### config.mk
export PLATFORM = sky130hd
export DESIGN_NAME = zigbee_chip_spreader
export DESIGN_NICKNAME = d
export VERILOG_FILES = /design/src/rtl/zigbee_chip_spreader.sv
export SDC_FILE = /design/constraint.sdc
export NUM_CORES = 1
export LEC_CHECK = 0
export CORE_MARGIN = 3
export CORE_UTILIZATION = 40
export DETAILED_ROUTE_END_ITERATION = 6
export PLACE_DENSITY = 0.54
export SETUP_SLACK_MARGIN = 0.15
export SYNTH_ARGS = -nofsm -noshare
export SYNTH_HDL_FRONTEND = slang
export SYNTH_SLANG_ARGS = --single-unit
### constraint.sdc
create_clock -name inClk -period 6.2 [get_ports inClk]
set_input_delay 0.93 -clock inClk [delete_from_list [all_inputs] [get_ports inClk]]
set_output_delay 0.93 -clock inClk [all_outputs]
set_load 0.02 [all_outputs]
### src/rtl/zigbee_chip_spreader.sv
// 802.15.4 O-QPSK DSSS spreader: bytes in over valid/ready, 32-chip PN sequences out
// serially (low nibble first), with chip parity driving the downstream I/Q demux.
module zigbee_chip_spreader #(
  parameter int unsigned CHIP_DIV = 1
) (
  input  logic       inClk,
  input  logic       inRst,
  input  logic [7:0] inByte,
  input  logic       inValid,
  output logic       outReady,
  output logic       outChip,
  output logic       outSel,
  output logic       outChipValid,
  output logic       outBusy
);

  typedef enum logic {
    ST_IDLE,
    ST_SPREAD
  } state_e;

  // Symbol 0 with chip c0 in the MSB; the other 15 symbols are derived from it.
  localparam logic [31:0] SYM0     = 32'b11011001110000110101001000101110;
  localparam logic [31:0] ODD_MASK = 32'h5555_5555;
  localparam logic [7:0]  DIV_LAST = 8'(CHIP_DIV - 1);

  function automatic logic [31:0] pn_word(input logic [3:0] sym);
    logic [4:0]  rot;
    logic [63:0] dbl;
    logic [31:0] w;
    rot = {sym[2:0], 2'b00};
    dbl = {SYM0, SYM0} >> rot;
    w   = dbl[31:0];
    if (sym[3]) w = w ^ ODD_MASK;
    return w;
  endfunction

  function automatic logic chip_of(input logic [7:0] b, input logic [5:0] idx);
    logic [3:0]  nib;
    logic [31:0] w;
    nib = idx[5] ? b[7:4] : b[3:0];
    w   = pn_word(nib);
    return w[5'd31 - idx[4:0]];
  endfunction

  state_e     state_q, state_d;
  logic [7:0] shift_q, shift_d;
  logic [7:0] hold_q, hold_d;
  logic       hold_full_q, hold_full_d;
  logic [7:0] div_q, div_d;
  logic [5:0] idx_q, idx_d;
  logic       chip_q, chip_d;
  logic       sel_q, sel_d;
  logic       strobe_q, strobe_d;

  logic take;
  logic div_wrap;
  logic byte_end;

  assign take     = inValid && !hold_full_q;
  assign div_wrap = (div_q == DIV_LAST);
  assign byte_end = div_wrap && (idx_q == 6'd63);

  // NOTE: every signal assigned below gets a default first, so no path leaves one
  // unassigned and no latch is inferred.
  always_comb begin
    state_d     = state_q;
    shift_d     = shift_q;
    hold_d      = hold_q;
    hold_full_d = hold_full_q;
    div_d       = div_q;
    idx_d       = idx_q;
    chip_d      = chip_q;
    sel_d       = sel_q;
    strobe_d    = 1'b0;

    unique case (state_q)
      ST_IDLE: begin
        chip_d = 1'b0;
        sel_d  = 1'b0;
        div_d  = '0;
        idx_d  = '0;
        if (take) begin
          state_d  = ST_SPREAD;
          shift_d  = inByte;
          chip_d   = chip_of(inByte, 6'd0);
          strobe_d = 1'b1;
        end
      end

      ST_SPREAD: begin
        if (take) begin
          hold_d      = inByte;
          hold_full_d = 1'b1;
        end

        if (!div_wrap) begin
          div_d = div_q + 8'd1;
        end else if (!byte_end) begin
          div_d    = '0;
          idx_d    = idx_q + 6'd1;
          chip_d   = chip_of(shift_q, idx_q + 6'd1);
          sel_d    = ~sel_q;
          strobe_d = 1'b1;
        end else begin
          div_d = '0;
          idx_d = '0;
          sel_d = 1'b0;
          // A byte arriving exactly at end of byte bypasses the holding register.
          if (hold_full_q) begin
            shift_d     = hold_q;
            hold_full_d = 1'b0;
            chip_d      = chip_of(hold_q, 6'd0);
            strobe_d    = 1'b1;
          end else if (take) begin
            shift_d     = inByte;
            hold_full_d = 1'b0;
            chip_d      = chip_of(inByte, 6'd0);
            strobe_d    = 1'b1;
          end else begin
            state_d = ST_IDLE;
            chip_d  = 1'b0;
          end
        end
      end

      default: state_d = ST_IDLE;
    endcase
  end

  // NOTE: sequential state uses non-blocking assignments so every register samples
  // the pre-edge values, independent of statement order.
  always_ff @(posedge inClk) begin
    if (inRst) begin
      state_q     <= ST_IDLE;
      hold_full_q <= 1'b0;
      div_q       <= '0;
      idx_q       <= '0;
      chip_q      <= 1'b0;
      sel_q       <= 1'b0;
      strobe_q    <= 1'b0;
    end else begin
      state_q     <= state_d;
      hold_full_q <= hold_full_d;
      div_q       <= div_d;
      idx_q       <= idx_d;
      chip_q      <= chip_d;
      sel_q       <= sel_d;
      strobe_q    <= strobe_d;
    end
  end

  // NOTE: the byte data registers carry no reset; they are only read while the
  // state and hold_full flag, which are reset, say they hold a live byte.
  always_ff @(posedge inClk) begin
    shift_q <= shift_d;
    hold_q  <= hold_d;
  end

  assign outReady     = ~hold_full_q;
  assign outChip      = chip_q;
  assign outSel       = sel_q;
  assign outChipValid = strobe_q;
  assign outBusy      = (state_q == ST_SPREAD);

endmodule

# Word-level counts from Yosys, hierarchy flattened
# Cells that the tools add are included.
totals:
  elab_cells: 66
  ff_bits: 35
  output_inout_bits: 5
classes:
  reduce_logical: 6
  addsub: 3
  n_shift: 3
  bitwise_logic: 4
  eq_ne: 3
  n_mux: 37
  n_lt_le_gt_ge: 1
op_table:
  columns: ["op", "count"]
  rows:
  - ["$shr A64 B5 Y32 const A", 3]
  - ["$mux W32", 3]
  - ["$mux W8", 5]
  - ["$pmux W8 S2", 2]
  - ["$mux W31", 1]
  - ["$mux W1", 17]
  - ["$not A16 Y16", 1]
  - ["$mux W6", 2]
  - ["$pmux W6 S2", 1]
  - ["$add A8 B1 Y8 const B", 1]
  - ["$logic_not A8 Y1", 1]
  - ["$pmux W1 S2", 4]
  - ["$add A6 B1 Y6 const B", 1]
  - ["$eq A6 B6 Y1 const B", 1]
  - ["$lt A5 B6 Y1 const B", 1]
  - ["$bmux W1 S5", 1]
  - ["$sub A5 B5 Y5 const A", 1]
  - ["$mux W4", 1]
  - ["$ne A2 B1 Y1 const B", 2]
  - ["$reduce_and A2 Y1", 2]
  - ["$not A1 Y1", 3]
  - ["$logic_and A1 B1 Y1", 2]
  - ["$logic_not A1 Y1", 1]

# Logic depth before layout (Yosys ltp)
logic_depth:
  depth_word: 13
  depth_mapped: 17
  mapped_depth_nobuf: 15

# Least setup slack after synthesis
# OpenSTA, ideal clock, no wires.
synth_timing:
  kind: "register to register"
  start: "register idx_q[0]"
  end: "register chip_q (netlist: outChip)"
  required_time_ps: 6076
  n_path_buf: 2
  stages_incl_launch_ff: 15
  slack_ps: 2985
  arrival_ps: 3091
  cell_sequence: "dfxtp_1 -> buf_2 -> and4_1 -> a21boi_2 -> nor2_2 -> buf_2 -> nor2_1 -> a21oi_1 -> ha_1 -> nor3_1 -> nor4_1 -> or3_1 -> a211o_1 -> a31oi_1 -> o31ai_1"
synth_between:
  elab_chain_cells: 13
synth_rtl:
  columns: ["element", "line", "source"]
  rows:
  - ["start: declaration", "51", "logic [5:0] idx_q, idx_d;"]
  - ["start signal: assignment", "146", "idx_q <= idx_d;"]
  - ["$add A6 B1 Y6", "102", "chip_d = chip_of(shift_q, idx_q + 6'd1);"]
  - ["$mux W4", "41", "nib = idx[5] ? b[7:4] : b[3:0];"]
  - ["$shr A64 B5 Y32", "32", "dbl = {SYM0, SYM0} >> rot;"]
  - ["$not A16 Y16 (no line)", null, null]
  - ["$mux W31", "34", "if (sym[3]) w = w ^ ODD_MASK;"]
  - ["$mux W32", "99", "end else if (!byte_end) begin"]
  - ["$mux W32", "97", "if (!div_wrap) begin"]
  - ["$mux W32", "77", "unique case (state_q)"]
  - ["$bmux W1 S5", "43", "return w[5'd31 - idx[4:0]];"]
  - ["$mux W1 (implied by the code)", "43", null]
  - ["$mux W1 (*)", "99", null]
  - ["$mux W1 (*)", "97", null]
  - ["$pmux W1 S2 (*)", "77", null]
  - ["end signal: assignment", "147", "chip_q <= chip_d;"]
  - ["end: declaration", "52", "logic chip_q, chip_d;"]
# Mark *: on every way between the ends. The rest lies on a longest branch, timed or not. The select of a mux whose other input is x is not followed.
# A chain may end at the register's enable or synchronous reset.

# Worst setup path after layout
# Same ends and word-level chain as after synthesis.

==> metrics.md <==
| Metric | Value |
|---|---|
| Number of buffers created by CTS | `5` |
| ANT cells | `0` |
| Count of final hold-check violations | `0` |
| DIE HEIGHT | `94.8 um` |
| Largest net degree at the start of global routing | `33` |
| Slowest cell delay on critical path | `0.61 ns` |
| Setup slack, reg-to-reg | `2.30 ns` |
| Minimum clock period after layout | `3.90 ns` |
| Detailed placement HPWL | `6.21 mm` |
| Worst EP required | `6.37 ns` |
| Post-synth ARST share | `0` |
| GRT Resource Usage Total | `0.206` |
| Vias in the first global route | `2816` |
| Max Freq | `256 MHz` |
| Number of synthesized register bits | `35` |
| # hold bufs at CTS | `0` |
| Post-Synthesis Cells | `396` |
| TritonCTS clock tree | `done` |
| TritonCTS Sinks | `35` |
| Die X | `94.8 um` |
| RSZ-0062 raised after global routing | `false` |
| Maxcap violations | `0` |
| Max IR drop VDD | `0.0975 mV` |
| Syn_area_per_cell | `7.96 sq um` |
| CTS clk-pin slew, worst paths | `0.07 ns` |
| TritonRoute pass-1 iters | `5` |
| Number of enable flip-flop cells after synthesis | `16` |
| Initial antenna violation count | `0` |
| Avg Vias per Cell | `5.92` |
| Slew HR | `0.466` |
| Setup bufs post-CTS | `0` |
| Max Clock Skew | `0.00635 ns` |
| Synth Cell Area | `0.00315 sq mm` |
| Nets@finish | `411` |
| Power consumption | `715 uW` |
| Placer Congestion | `0.876` |
| Post-synthesis sequential area ratio | `0.273` |
| DR WL/cell | `17.7 um` |
| # setup viols final | `0` |
| Type of origin of the critical path | `flip-flop` |
| Hold WC Path Type | `flip-flop to flip-flop` |
| Synth warnings | `0` |
| Status | `finished clean` |
| Crit path kind | `flip-flop to flip-flop` |
| Max FO, Critical Path | `27` |
| Area delta synth->final | `7.74%` |
| Routed Antenna Nets | `0` |
| Grt total ovfl | `0` |
| Vias post-DR | `2899` |
| DIE AREA | `0.00898 sq mm` |
| Root Driver | `clkbuf_8` |
| Fin crit share | `0.630` |
| Initial Util | `0.423` |
| Min Hold Slack | `0.497 ns` |
| Core region area | `0.00745 sq mm` |
| I/O pins | `16` |
| Top FF cell, synth | `dfxtp_1` |
| WP buf/inv | `1` |
| I/O Buffers | `15` |
| Slowest-stage cell, CP | `nor2_2` |
| Commonest non-fill, non-tap cell in the layout | `nor2_1` |
| Worst-Skew Late Latency | `0.29 ns` |
| First-pass GRT wire length | `14.6 mm` |
| Total length of routed wires | `8.69 mm` |
| Power per cell area | `211 mW/mm^2` |
| CTS H-tree depth | `2` |
| Post-CTS Resized | `0` |
| Share of layout cells above drive strength 1 | `0.0563` |
| Post-synth cell types | `60` |
| Mapped Nets | `416` |
| Setup crit end kind | `flip-flop` |
| Max Slew Vio Count | `0` |
| Most frequent cells in the layout | `40 x nor2_1, 34 x nand2_1, 22 x a21oi_1` |
| Final core utilization | `0.456` |
| Worst-Margin Slew | `0.798 ns` |
| WP data arrival | `4.07 ns` |
| Critical path's top delay family | `simple AND/OR/NAND/NOR gates` |
| Max Root-Sink Buffers | `2` |
| Rows | `31` |
| Lkg Pwr | `1.25 nW` |
| CP Cell Sequence | `buf_4 -> and4_1 -> a21boi_2 -> nor2_2 -> nor2_1 -> a21oi_1 -> ha_1 -> nor3_1 -> nor4_1 -> or3_1 -> a211o_1 -> a31oi_1 -> o31ai_1` |
| Starting DRT DRC Count | `221` |
| Remaining DRCs | `0` |
| Setup TNS | `0 ns` |
[final cells by class]
| cell class | instances | area, sq um |
|---|---|---|
| Clock buffer | 7 | 76.3 |
| Fill cell | 793 | 4050 |
| Inverter | 13 | 48.8 |
| Multi-Input combinational cell | 318 | 2110 |
| Sequential cell | 35 | 861 |
| Tap cell | 99 | 124 |
| Timing Repair Buffer | 18 | 173 |
[registers in the layout, summed over array words and instances, names as in the netlist]
signal        count
hold_q            8
hold_full_q       1
idx_q             6
outChipValid      1
outChip           1
shift_q           8
outSel            1
div_q             8
outBusy           1
[worst register-to-register path, stage by stage (launching register included)]
cell and delay (ns):
dfxtp_1 0.31, buf_4 0.30, and4_1 0.37, a21boi_2 0.14
nor2_2 0.61, nor2_1 0.08, a21oi_1 0.32, ha_1 0.38
nor3_1 0.30, nor4_1 0.09, or3_1 0.32, a211o_1 0.30
a31oi_1 0.18, o31ai_1 0.09
[power breakdown]
group / total [mW] / leakage [nW] / switching [mW] / internal, mW
combinational: 0.247 / 0.906 / 0.134 / 0.114
clock: 0.156 / 0.0383 / 0.0785 / 0.0773
sequential: 0.311 / 0.309 / 0.0519 / 0.260
total: 0.715 / 1.25 / 0.264 / 0.450
[logic make-up after synthesis]
kind of cell | synth area share
and+or+nand+nor | 0.251
AOI/OAI and AO/OA | 0.212
buffers and inverters | 0.0564
DFF | 0.273
xor gates and xnor gates | 0.0834
muxes | 0.0882
adders and majority gates | 0.0357
[worst paths after layout]
kind	cells past startpoint	end	startpoint
min	1	div_q[0]	div_q[0]
max	13	outChip	idx_q[0]
min reg2reg	1	div_q[0]	div_q[0]
max reg2reg	13	outChip	idx_q[0]
[metrics by stage]
stage | instance area, sq um | worst slack (ns) | cells
2_1_floorplan | 3150 | 2.99 | 396
3_3_place_gp | 3320 | 2.49 | 483
6_report | 3390 | 2.30 | 490
5_1_grt | 3390 | 1.97 | 490
4_1_cts | 3390 | 2.37 | 490
3_5_place_dp | 3320 | 2.38 | 483
[cell usage after synthesis, types with 4 or more instances]
library cell | instances | area share
a211oi_1 | 14 | 0.033
a21oi_1 | 22 | 0.035
a311oi_1 | 5 | 0.014
a31oi_1 | 5 | 0.0099
and2_1 | 5 | 0.0099
and3_1 | 10 | 0.020
buf_1 | 7 | 0.0083
buf_2 | 4 | 0.0064
clkbuf_1 | 17 | 0.020
dfxtp_1 | 19 | 0.12
edfxtp_1 | 16 | 0.15
ha_1 | 9 | 0.036
inv_1 | 11 | 0.013
mux2i_1 | 21 | 0.067
nand2_1 | 34 | 0.041
nand2b_1 | 10 | 0.020
nand3_1 | 18 | 0.029
nor2_1 | 40 | 0.048
nor2b_1 | 10 | 0.020
nor3_1 | 13 | 0.021
o21ai_0 | 18 | 0.029
xnor2_1 | 10 | 0.028
xor2_1 | 20 | 0.056
[layer usage]
layer  track usage  share of wire  vias to the layer above
li1              -              -                     1425
met1         0.294           0.49                     1383
met2         0.325           0.44                       83
met3        0.0375          0.057                        8
met4        0.0409         0.0094                        0
met5             0              0                        -
(Power assumes the default switching activity.)
